## src/rtl/instruction_fetch_unit.sv

```systemverilog
// instruction_fetch_unit: 32-bit PC plus a 2-entry {pc, instr} fetch buffer
// feeding decode with a valid/ready handshake. Redirects flush the buffer and
// reload the PC.
// Optional build macro IFU_PERF_CNT_EN adds o_fetch_count, a wrapping count of
// completed decode handshakes.
`timescale 1ns/1ps
module instruction_fetch_unit #(
  parameter logic [31:0] RESET_PC = 32'h0000_0000
) (
  input  logic        i_clk,
  input  logic        i_rst,
  output logic [7:0]  o_imem_addr,
  input  logic [31:0] i_imem_data,
  input  logic        i_redirect,
  input  logic [31:0] i_redirect_pc,
  output logic        o_valid,
  input  logic        i_ready,
  output logic [31:0] o_instr,
  output logic [31:0] o_pc
`ifdef IFU_PERF_CNT_EN
  ,
  output logic [31:0] o_fetch_count
`endif
);

  // Fetch addresses are word aligned; the low two bits of any PC source are dropped.
  localparam logic [31:0] RESET_PC_ALIGNED = {RESET_PC[31:2], 2'b00};

  typedef enum logic [1:0] {
    EMPTY = 2'd0,
    ONE   = 2'd1,
    FULL  = 2'd2
  } occ_t;

  occ_t        r_state;
  occ_t        w_state_next;
  logic [31:0] r_pc;
  logic [31:0] w_pc_next;
  // Entry 0 is always the head; entry 1 is only meaningful when FULL.
  logic [31:0] r_e0_pc;
  logic [31:0] r_e0_instr;
  logic [31:0] r_e1_pc;
  logic [31:0] r_e1_instr;
  logic [31:0] w_e0_pc_next;
  logic [31:0] w_e0_instr_next;
  logic [31:0] w_e1_pc_next;
  logic [31:0] w_e1_instr_next;
  logic        w_valid;
  logic        w_pop;
  logic        w_push;
  logic        w_unused_redirect_lsbs;

  assign w_valid = (r_state != EMPTY);
  assign w_pop   = w_valid & i_ready;
  // A fetch needs a free slot, or one being freed by a pop this cycle.
  assign w_push  = ~i_redirect & ((r_state != FULL) | w_pop);

  assign w_unused_redirect_lsbs = ^i_redirect_pc[1:0];

  // Next buffer occupancy, buffer contents and PC for the current handshake/redirect.
  always_comb begin
    w_state_next    = r_state;
    w_pc_next       = r_pc;
    w_e0_pc_next    = r_e0_pc;
    w_e0_instr_next = r_e0_instr;
    w_e1_pc_next    = r_e1_pc;
    w_e1_instr_next = r_e1_instr;
    if (i_redirect) begin
      // Redirect wins over everything: drop both entries (and any pop) and restart.
      w_state_next = EMPTY;
      w_pc_next    = {i_redirect_pc[31:2], 2'b00};
    end else begin
      if (w_push) begin
        w_pc_next = r_pc + 32'd4;
      end
      case (r_state)
        EMPTY: begin
          if (w_push) begin
            w_e0_pc_next    = r_pc;
            w_e0_instr_next = i_imem_data;
            w_state_next    = ONE;
          end
        end
        ONE: begin
          if (w_push && w_pop) begin
            w_e0_pc_next    = r_pc;
            w_e0_instr_next = i_imem_data;
          end else if (w_push) begin
            w_e1_pc_next    = r_pc;
            w_e1_instr_next = i_imem_data;
            w_state_next    = FULL;
          end else if (w_pop) begin
            w_state_next = EMPTY;
          end
        end
        FULL: begin
          if (w_pop) begin
            // Shift the second entry to the head so order is preserved.
            w_e0_pc_next    = r_e1_pc;
            w_e0_instr_next = r_e1_instr;
            if (w_push) begin
              w_e1_pc_next    = r_pc;
              w_e1_instr_next = i_imem_data;
            end else begin
              w_state_next = ONE;
            end
          end
        end
        default: begin
          w_state_next = EMPTY;
        end
      endcase
    end
  end

  // State registers; reset clears the buffer and reloads the PC immediately.
  always_ff @(posedge i_clk or negedge i_rst) begin
    if (!i_rst) begin
      r_state    <= EMPTY;
      r_pc       <= RESET_PC_ALIGNED;
      r_e0_pc    <= '0;
      r_e0_instr <= '0;
      r_e1_pc    <= '0;
      r_e1_instr <= '0;
    end else begin
      r_state    <= w_state_next;
      r_pc       <= w_pc_next;
      r_e0_pc    <= w_e0_pc_next;
      r_e0_instr <= w_e0_instr_next;
      r_e1_pc    <= w_e1_pc_next;
      r_e1_instr <= w_e1_instr_next;
    end
  end

  // Head entry is presented only while the buffer holds something.
  always_comb begin
    o_valid     = w_valid;
    o_imem_addr = r_pc[9:2];
    o_instr     = w_valid ? r_e0_instr : 32'd0;
    o_pc        = w_valid ? r_e0_pc : 32'd0;
  end

`ifdef IFU_PERF_CNT_EN
  logic [31:0] r_fetch_count;

  // Count every accepted head entry, including ones discarded by a redirect.
  always_ff @(posedge i_clk or negedge i_rst) begin
    if (!i_rst) begin
      r_fetch_count <= '0;
    end else if (w_pop) begin
      r_fetch_count <= r_fetch_count + 32'd1;
    end
  end

  assign o_fetch_count = r_fetch_count;
`endif

endmodule

```

## config.mk

```make
export PLATFORM = sky130hd
export DESIGN_NAME = instruction_fetch_unit
export DESIGN_NICKNAME = d
export VERILOG_FILES = /design/src/rtl/instruction_fetch_unit.sv
export SDC_FILE = /design/constraint.sdc
export NUM_CORES = 1
export LEC_CHECK = 0
export CORE_ASPECT_RATIO = 0.6
export CORE_UTILIZATION = 25
export DETAILED_ROUTE_END_ITERATION = 8
export MAX_ROUTING_LAYER = met4
export SYNTH_ARGS = -nofsm -noshare
export SYNTH_HDL_FRONTEND = slang
export SYNTH_SLANG_ARGS = --single-unit
```

## constraint.sdc

```tcl
create_clock -name i_clk -period 6.3 [get_ports i_clk]
set_clock_uncertainty 0.15 [all_clocks]
set_input_delay 1.26 -clock i_clk [delete_from_list [all_inputs] [get_ports i_clk]]
set_output_delay 1.26 -clock i_clk [all_outputs]
set_load 0.02 [all_outputs]
```

### Word level (Yosys, flattened, before mapping)

Cells that the tools add are included.

* output and inout bits: 73
* logic and storage cells: 60
* flip-flop bits (word level): 162
* bits of input ports: 68

* reductions and logical operators: 9
* add/sub/neg operators: 1
* eq/ne operators: 12
* bitwise operators: 4
* muxes and demuxes: 28

Operators by type and width (count)
* $mux W32: 16
* $pmux W32 S3: 2
* $pmux W32 S2: 2
* $add A32 B3 Y32 const B: 1
* $mux W2: 7
* $ne A3 B3 Y1 const B: 4
* $ne A2 B2 Y1 const B: 5
* $reduce_and A5 Y1: 2
* $pmux W2 S3: 1
* $reduce_bool A2 Y1: 3
* $ne A4 B4 Y1 const B: 1
* $reduce_and A4 Y1: 1
* $reduce_bool A3 Y1: 1
* $and A1 B1 Y1: 2
* $eq A2 B1 Y1 const B: 1
* $eq A2 B2 Y1 const B: 1
* $logic_not A2 Y1: 1
* $logic_and A1 B1 Y1: 1
* $not A1 Y1: 1
* $or A1 B1 Y1: 1

### Depth between registers and ports, before layout

Gate-level depths: netlist (run 1).

* word-level depth: 8
* gate-level depth with buffers: 7
* mapped depth without buffers: 5

### Worst setup path before layout (run 1)

Ideal clock, no wire load.

* path kind: input -> register
* start point: in i_redirect
* end point: reg r_e1_instr[0]
* arrival: 2.621 ns
* setup slack: 3.404 ns
* buffers on the path: 2
* stages on the path: 6
* data required time: 6.025 ns
* library setup time: 0.125 ns
* cells stage by stage: clkbuf_1 -> inv_1 -> o21a_1 -> a21boi_1 -> buf_2 -> mux2_2

* word-level cells in the longest chain between the ends: 5
* elaborated cells on any way between the ends: 9
* those cells by class: eq/ne: 1; mux: 4; bitwise: 2; reduce/logical: 2

RTL lines
* start, declared: line 14 `input logic i_redirect,`
* $not A1 Y1 (no source line) *
* $and A1 B1 Y1: line 56 `assign w_push = ~i_redirect & ((r_state != FULL) | w_pop);`
* $mux W32 / $logic_and A1 B1 Y1 (equally long branches)
* $mux W32, or another cell as far along
* $pmux W32 S2 / $reduce_and A4 Y1 (equally long branches)
* end signal, assigned: line 131 `r_e1_instr <= w_e1_instr_next;`
* end, declared: line 43 `logic [31:0] r_e1_instr;`

Every way passes the cells marked *; elsewhere a longest branch is shown, timed or not. The select of a mux whose other input is x is not followed.
A chain may end at the register's enable or synchronous reset.

### Final worst setup path (run 1)

* start point: reg r_state[1]
* end point: out o_instr[8]

* word-level cells in the longest chain between the ends: 2

RTL lines
* start, declared: line 35 `occ_t r_state;`
* start signal, assigned: line 126 `r_state <= w_state_next;`
* $reduce_bool A2 Y1: line 53 `assign w_valid = (r_state != EMPTY);`
* $mux W32: line 139 `o_instr = w_valid ? r_e0_instr : 32'd0;`
* end, declared: line 18 `output logic [31:0] o_instr,`

Every way passes these cells.

==> qor.txt, run 1 <==
Synth warnings: 0
Overall via count from detail_route: 5,409
CTS Sinks: 156
Part of the power in registers: 43.5%
Cts bufs inserted: 17
Critical Path Start Type: flip-flop
Post-DP HPWL: 12,400 um
PostCTS Resize Cnt: 0
Ys async rst share: 100%
Final wirelength: 18,800 um
Leak: 3.67 nW
DP Cell Count: 1,185
Die area: 30,500 um^2
Layout cell share with drive strength beyond 1: 14.0%
First-pass GRT wire length: 30,000 um
Maxcap violations: 0
Fillcell total: 2,949
Drt first pass iters: 4
Crit. End Element: output port
Die W: 225 um
Largest net degree at the start of global routing: 76
H-Tree Depth: 4
Post-DR wirelength/cell: 15.4 um
Synthesized flop and latch total: 156
Final nets: 873
GR Overflow Total: 0
NetSw: 0.000937 W
Gate Count Post-Synth: 694
TritonCTS clock tree: built
R2r endpoint: r_pc[31]
Post-CTS Setup Inserts: 0
Final worst path period share: 66.6%
Sequential element share of the synthesized area: 52.3%
Logic pwr share: 22.4%
RSZ-0062 raised after global routing: no
Switching share of power: 29.8%
EDFF count, synth: 0
Final TNS setup: 0 ns
Area Overhead vs Synth: 30.8%
Clock power share: 34.2%
Clk slew on worst S/H paths: 0.07 ns
Fmax: 0.238 GHz
R2R depth: 5
Vias in the first global route: 5,315
Most frequent cells in the layout: 156 x dfrtp_1, 135 x clkdlybuf4s50_1, 81 x nor2_1
Mapped cell area: 7460 um^2
CTS max path bufs: 2
Die Height: 136 um
Initial antenna violation count: 0
Vias per cell: 4.44
Crit. Startpoint: r_state[1]
Final hold vios: 0
CP Capture Point: o_instr[8]
Main synth FF type: dfrtp_1
Final setup viols: 0
Setup CP Type: flip-flop to output port
Layout Cells excl Fill: 1,218
Total GRT Usage: 13.3%
Floorplan row count: 48
R2r startpoint: r_state[1]
Gpl congestion: 0.721
Buffers added on ports: 136
Status: finished, final reports clean
Netlist cell types: 43
Critical Path AT: 2.78 ns
Internal power: 0.00220 W
Worst min path class: flip-flop to flip-flop
Initial Utilization: 25.7%
Register-to-register setup slack: 3.58 ns
Commonest non-fill, non-tap cell in the layout: dfrtp_1
# hold bufs at CTS: 0
Detailed Route Iter0 Violations: 275
Core area: 29,000 um^2
Syn avg cell area: 10.7 um^2
Pwr dens: 322 nW/um^2
Worst Tran Pin Value: 0.985 ns
Pins Over Slew Limit: 0
Peak supply drop: 0.123 mV
Drt drc: 0
Worst-path fanout max: 38
Slew HR: 34.3%
Latest clock arrival within the worst-skew pair: 0.44 ns
Final Critical Period: 4.19 ns
Req. time, crit path: 4.89 ns
Routed Antenna Nets: 0
Root Driver: clkbuf_16
Top Ports: 141
## cells by family (layout without fill, tap and decap cells)
kind of cell | count (synthesis) | in the layout | synth area share (%)
AND/OR/NAND/NOR | 222 | 222 | 15.4
flip-flops | 156 | 156 | 52.3
multiplexers | 123 | 123 | 17.6
AO/OA/AOI/OAI | 115 | 115 | 8.61
buffers and inverters | 64 | 186 | 4.43
XOR/XNOR | 12 | 12 | 1.41
adder cells (fa/ha/maj) | 1 | 1 | 0.168
other | 1 | 3 | 0.0503
## synthesized netlist by cell type (4+ instances only)
| cell type | instances | area, um^2 |
|---|---|---|
| and2_1 | 62 | 388 |
| buf_1 | 4 | 15.0 |
| or3_1 | 4 | 25.0 |
| inv_1 | 6 | 22.5 |
| nand2_1 | 25 | 93.8 |
| mux2i_1 | 61 | 611 |
| o21ai_0 | 16 | 80.1 |
| mux2_2 | 62 | 698 |
| a31oi_1 | 15 | 93.8 |
| buf_4 | 10 | 75.1 |
| clkbuf_1 | 23 | 86.3 |
| or4_1 | 15 | 113 |
| and4_1 | 4 | 35.0 |
| dfrtp_1 | 156 | 3900 |
| nor2_1 | 81 | 304 |
| buf_2 | 16 | 80.1 |
| o31ai_1 | 12 | 90.1 |
| nand4_1 | 7 | 43.8 |
| nor3_1 | 4 | 20.0 |
| nand3_1 | 8 | 40.0 |
| a21oi_1 | 66 | 330 |
| xnor2_1 | 10 | 87.6 |
## how the worst min path moves through the flow
| stage | start | endpoint | cells past startpoint |
|---|---|---|---|
| final | r_e1_instr[17] | r_e1_instr[17] | 1 |
| after global routing | r_e1_instr[17] | r_e1_instr[17] | 1 |
| after CTS | r_e1_pc[7] | r_e1_pc[7] | 1 |
| after detailed placement | r_e1_instr[28] | r_e1_instr[28] | 1 |
| after global placement | r_e1_instr[12] | r_e1_instr[12] | 1 |
| after floorplan | r_e1_instr[0] | r_e1_instr[0] | 1 |
## per-stage QoR
stage	cell area, um^2	total power [W]	hold slack, ns	util (%)	setup WS, ns
after floorplan	7460	0.00180	0.330	-	3.40
after global placement	9150	0.00208	0.339	31.5	2.40
after detailed placement	9150	0.00210	0.345	31.5	2.38
after CTS	9750	0.00319	0.360	33.6	2.04
after global routing	9750	0.00332	0.364	33.6	1.92
final	9760	0.00314	0.356	33.6	2.11
## power groups by stage
stage | clock network [W] | logic, W | registers, W
floorplan | 0 | 0.000459 | 0.00134
global placement | 0 | 0.000702 | 0.00137
detailed placement | 0 | 0.000713 | 0.00138
CTS | 0.00111 | 0.000717 | 0.00137
global route | 0.00115 | 0.000771 | 0.00140
finish | 0.00107 | 0.000703 | 0.00137
## critical path, cell delays in order, from the launching register on
cell	delay [ns]
dfrtp_1	0.48
or2_2	0.54
buf_4	0.45
and2_1	0.24
clkdlybuf4s50_1	0.62
## flip-flops by register name, summed over array words and instances (netlist names)
register	flops
r_pc	30
r_e1_instr	32
r_e1_pc	30
r_e0_pc	30
r_state	2
r_e0_instr	32
## final cells by class
cell class / count / area, um^2 / area share (%)
clock buffer: 17 / 425 / 4.36
antenna: 1 / 2.50 / 0.0256
timing repair buffer: 148 / 1470 / 15.0
inverter: 6 / 22.5 / 0.231
sequential: 156 / 3900 / 40.0
multi-input combinational: 475 / 3260 / 33.4
tap: 400 / 500 / 5.13
clock inverter: 15 / 180 / 1.85
## metal layers
layer	GRT usage (%)	part of all wire [%]	up-vias
met5	-	0	-
met2	17.9	42	95
li1	-	-	2643
met1	18.9	52	2659
met3	3.67	4.4	12
met4	4.23	1.2	0
(Power assumes the default switching activity.)
==> inputs of run 2 (changes only) <==
==> constraint.sdc (replaced) <==
create_clock -name i_clk -period 4.1 [get_ports i_clk]
set_clock_uncertainty 0.15 [all_clocks]
set_input_delay 0.82 -clock i_clk [delete_from_list [all_inputs] [get_ports i_clk]]
set_output_delay 0.82 -clock i_clk [all_outputs]
set_load 0.02 [all_outputs]
==> run 2 against run 1 <==
  * Die area stayed put
  * Global-route usage up 0.24 points
  * Core utilization hardly changed
  * Critical endpoint is now o_instr[7]
  * First-iteration DRC count rose by 0.36%
  * Highest routed layer unchanged
  * Critical path type unchanged
  * Sequential power is 53% higher
  * Clock power grew 49%
  * Register-to-register slack got worse by 2.2 ns
  * Clock-buffer cell count up 2
  * Sequential share of layout area up 0.051 points
  * Design area down 0.13%
  * Non-clock buffer count unchanged
  * Wire length increased by 1.2%
==> qor.txt, run 2 (synthesis gave the netlist of run 1 again) <==
Buffers added on ports: 136
Latest clock arrival within the worst-skew pair: 0.44 ns
Biggest regs: r_e0_instr (32), r_e1_instr (32)
Fillcell total: 2,924
R2R depth: 5
Met1 usage in global routing: 18.7%
Crit. Startpoint: r_state[1]
Pins Over Slew Limit: 0
Switching share of power: 29.8%
Die Height: 136 um
Req. time, crit path: 3.13 ns
Final hold vios: 0
# diodes: 0
Floorplan row count: 48
Internal power: 0.00335 W
Core area: 29,000 um^2
Logic pwr share: 22.7%
Post-DP HPWL: 12,300 um
Total GRT Usage: 13.5%
Largest net degree at the start of global routing: 75
Critical Path Start Type: flip-flop
Vias in the first global route: 5,400
Design Area, Final: 9740 um^2
Placement-stage cell area: 9160 um^2
Final TNS setup: 0 ns
Slowest CP cell: clkdlybuf4s50_1
DP Cell Count: 1,185
Root Driver: clkbuf_16
Worst-path fanout max: 38
Final wirelength: 19,000 um
First-pass GRT wire length: 30,500 um
# hold bufs at CTS: 0
Worst stage delay on the critical path: 0.61 ns
Part of the power in registers: 44.0%
Overall via count from detail_route: 5,444
Setup CP Type: flip-flop to output port
Final Critical Period: 3.50 ns
Die area: 30,500 um^2
R2r startpoint: r_pc[3]
Final setup viols: 0
R2r endpoint: r_pc[30]
RSZ-0062 raised after global routing: no
Post-DR wirelength/cell: 15.6 um
Layout Cells excl Fill: 1,217
NetSw: 0.00142 W
Drt first pass iters: 4
Pwr Total: 0.00477 W
Initial antenna violation count: 0
Final nets: 873
Critical Path AT: 2.53 ns
CP delay by family, top: buffers and inverters
Critical-path cell list: or2_2 -> buf_12 -> and2_1 -> clkdlybuf4s50_1
Final worst path period share: 85.4%
Clk slew on worst S/H paths: 0.07 ns
Crit. End Element: output port
Die W: 225 um
Met3 Use GR: 3.95%
Layout cell share with drive strength beyond 1: 14.0%
Most frequent cells in the layout: 156 x dfrtp_1, 135 x clkdlybuf4s50_1, 81 x nor2_1
Top Ports: 141
Leak: 3.67 nW
Gpl congestion: 0.719
Most Crowded Layer GR: met2
Peak supply drop: 0.182 mV
GR Overflow Total: 0
Slew HR: 34.2%
Vias per cell: 4.47
Post-CTS Setup Inserts: 0
CTS Sinks: 156
Status: finished, final reports clean
Worst min path class: primary input to async pin
Routed Antenna Nets: 0
Area Overhead vs Synth: 30.7%
Initial Utilization: 25.7%
Drt drc: 0
PostCTS Resize Cnt: 0
Worst path bufs/invs: 2
Register-to-register setup slack: 1.43 ns
Worst Tran Pin Value: 0.982 ns
Cts bufs inserted: 17
CTS max path bufs: 2
Maxcap violations: 0
Detailed Route Iter0 Violations: 276
Fmax: 0.286 GHz
Pwr dens: 490 nW/um^2
Met2 Resource Use GR: 18.8%
H-Tree Depth: 4
TritonCTS clock tree: built
Clock power share: 33.3%
Commonest non-fill, non-tap cell in the layout: dfrtp_1
==> run 2: changes by cell type in the layout (fill, tap and decap cells not counted) <==
cell / delta
bufinv_16: -1
buf_12: +1
clkbuf_8: +2
diode_2: -1
clkinv_2: +1
inv_8: -3
buf_4: -1
clkinv_4: -1
inv_6: +2
==> run 2: cell type report <==
| cell class | count | area (um^2) | area share (%) |
|---|---|---|---|
| clock buffers | 19 | 453 | 4.65 |
| clock inverters | 13 | 130 | 1.34 |
| inverters | 6 | 22.5 | 0.231 |
| multi-input cells | 475 | 3260 | 33.4 |
| flip-flops and latches | 156 | 3900 | 40.1 |
| well taps | 400 | 500 | 5.14 |
| repair buffers | 148 | 1480 | 15.2 |
==> run 2: per-layer routing <==
layer / up-vias / wire length (um)
li1: 2638 / -
met1: 2705 / 9670
met2: 87 / 8110
met3: 14 / 978
met4: 0 / 216
met5: - / 0
==> run 2: worst max-delay path by stage <==
stage / end / slack (ns) / depth (start not counted)
after CTS: o_instr[7] / 0.50 / 4
final: o_instr[7] / 0.60 / 4
after global routing: o_pc[2] / 0.38 / 4
after global placement: r_pc[31] / 0.68 / 5
after detailed placement: r_pc[31] / 0.65 / 5
after floorplan: r_e1_instr[0] / 1.64 / 6
==> run 2: metrics by stage <==
stage | hold WS, ns | util, % | setup WS (ns)
after detailed placement | 0.346 | 31.6 | 0.647
after global routing | 0.306 | 33.6 | 0.384
after CTS | 0.275 | 33.6 | 0.496
final | 0.269 | 33.6 | 0.598
after floorplan | 0.330 | - | 1.64
after global placement | 0.339 | 31.6 | 0.684
==> run 2: power groups by stage <==
stage / registers, W / logic [W] / clock network [W]
2_1_floorplan: 0.00206 / 0.000705 / 0
3_3_place_gp: 0.00211 / 0.00109 / 0
4_1_cts: 0.00210 / 0.00111 / 0.00165
6_report: 0.00210 / 0.00108 / 0.00159
5_1_grt: 0.00215 / 0.00119 / 0.00172
3_5_place_dp: 0.00213 / 0.00110 / 0
==> inputs of run 3 (changes only) <==
--- a/config.mk
+++ b/config.mk
@@ -5,10 +5,12 @@
 export SDC_FILE = /design/constraint.sdc
 export NUM_CORES = 1
 export LEC_CHECK = 0
+export CAP_MARGIN = 20
 export CORE_ASPECT_RATIO = 0.6
 export CORE_UTILIZATION = 25
 export DETAILED_ROUTE_END_ITERATION = 8
 export MAX_ROUTING_LAYER = met4
+export SLEW_MARGIN = 20
 export SYNTH_ARGS = -nofsm -noshare
 export SYNTH_HDL_FRONTEND = slang
 export SYNTH_SLANG_ARGS = --single-unit
==> results of run 3 <==
Final layout, timing and power as in run 2 (identical DEF).
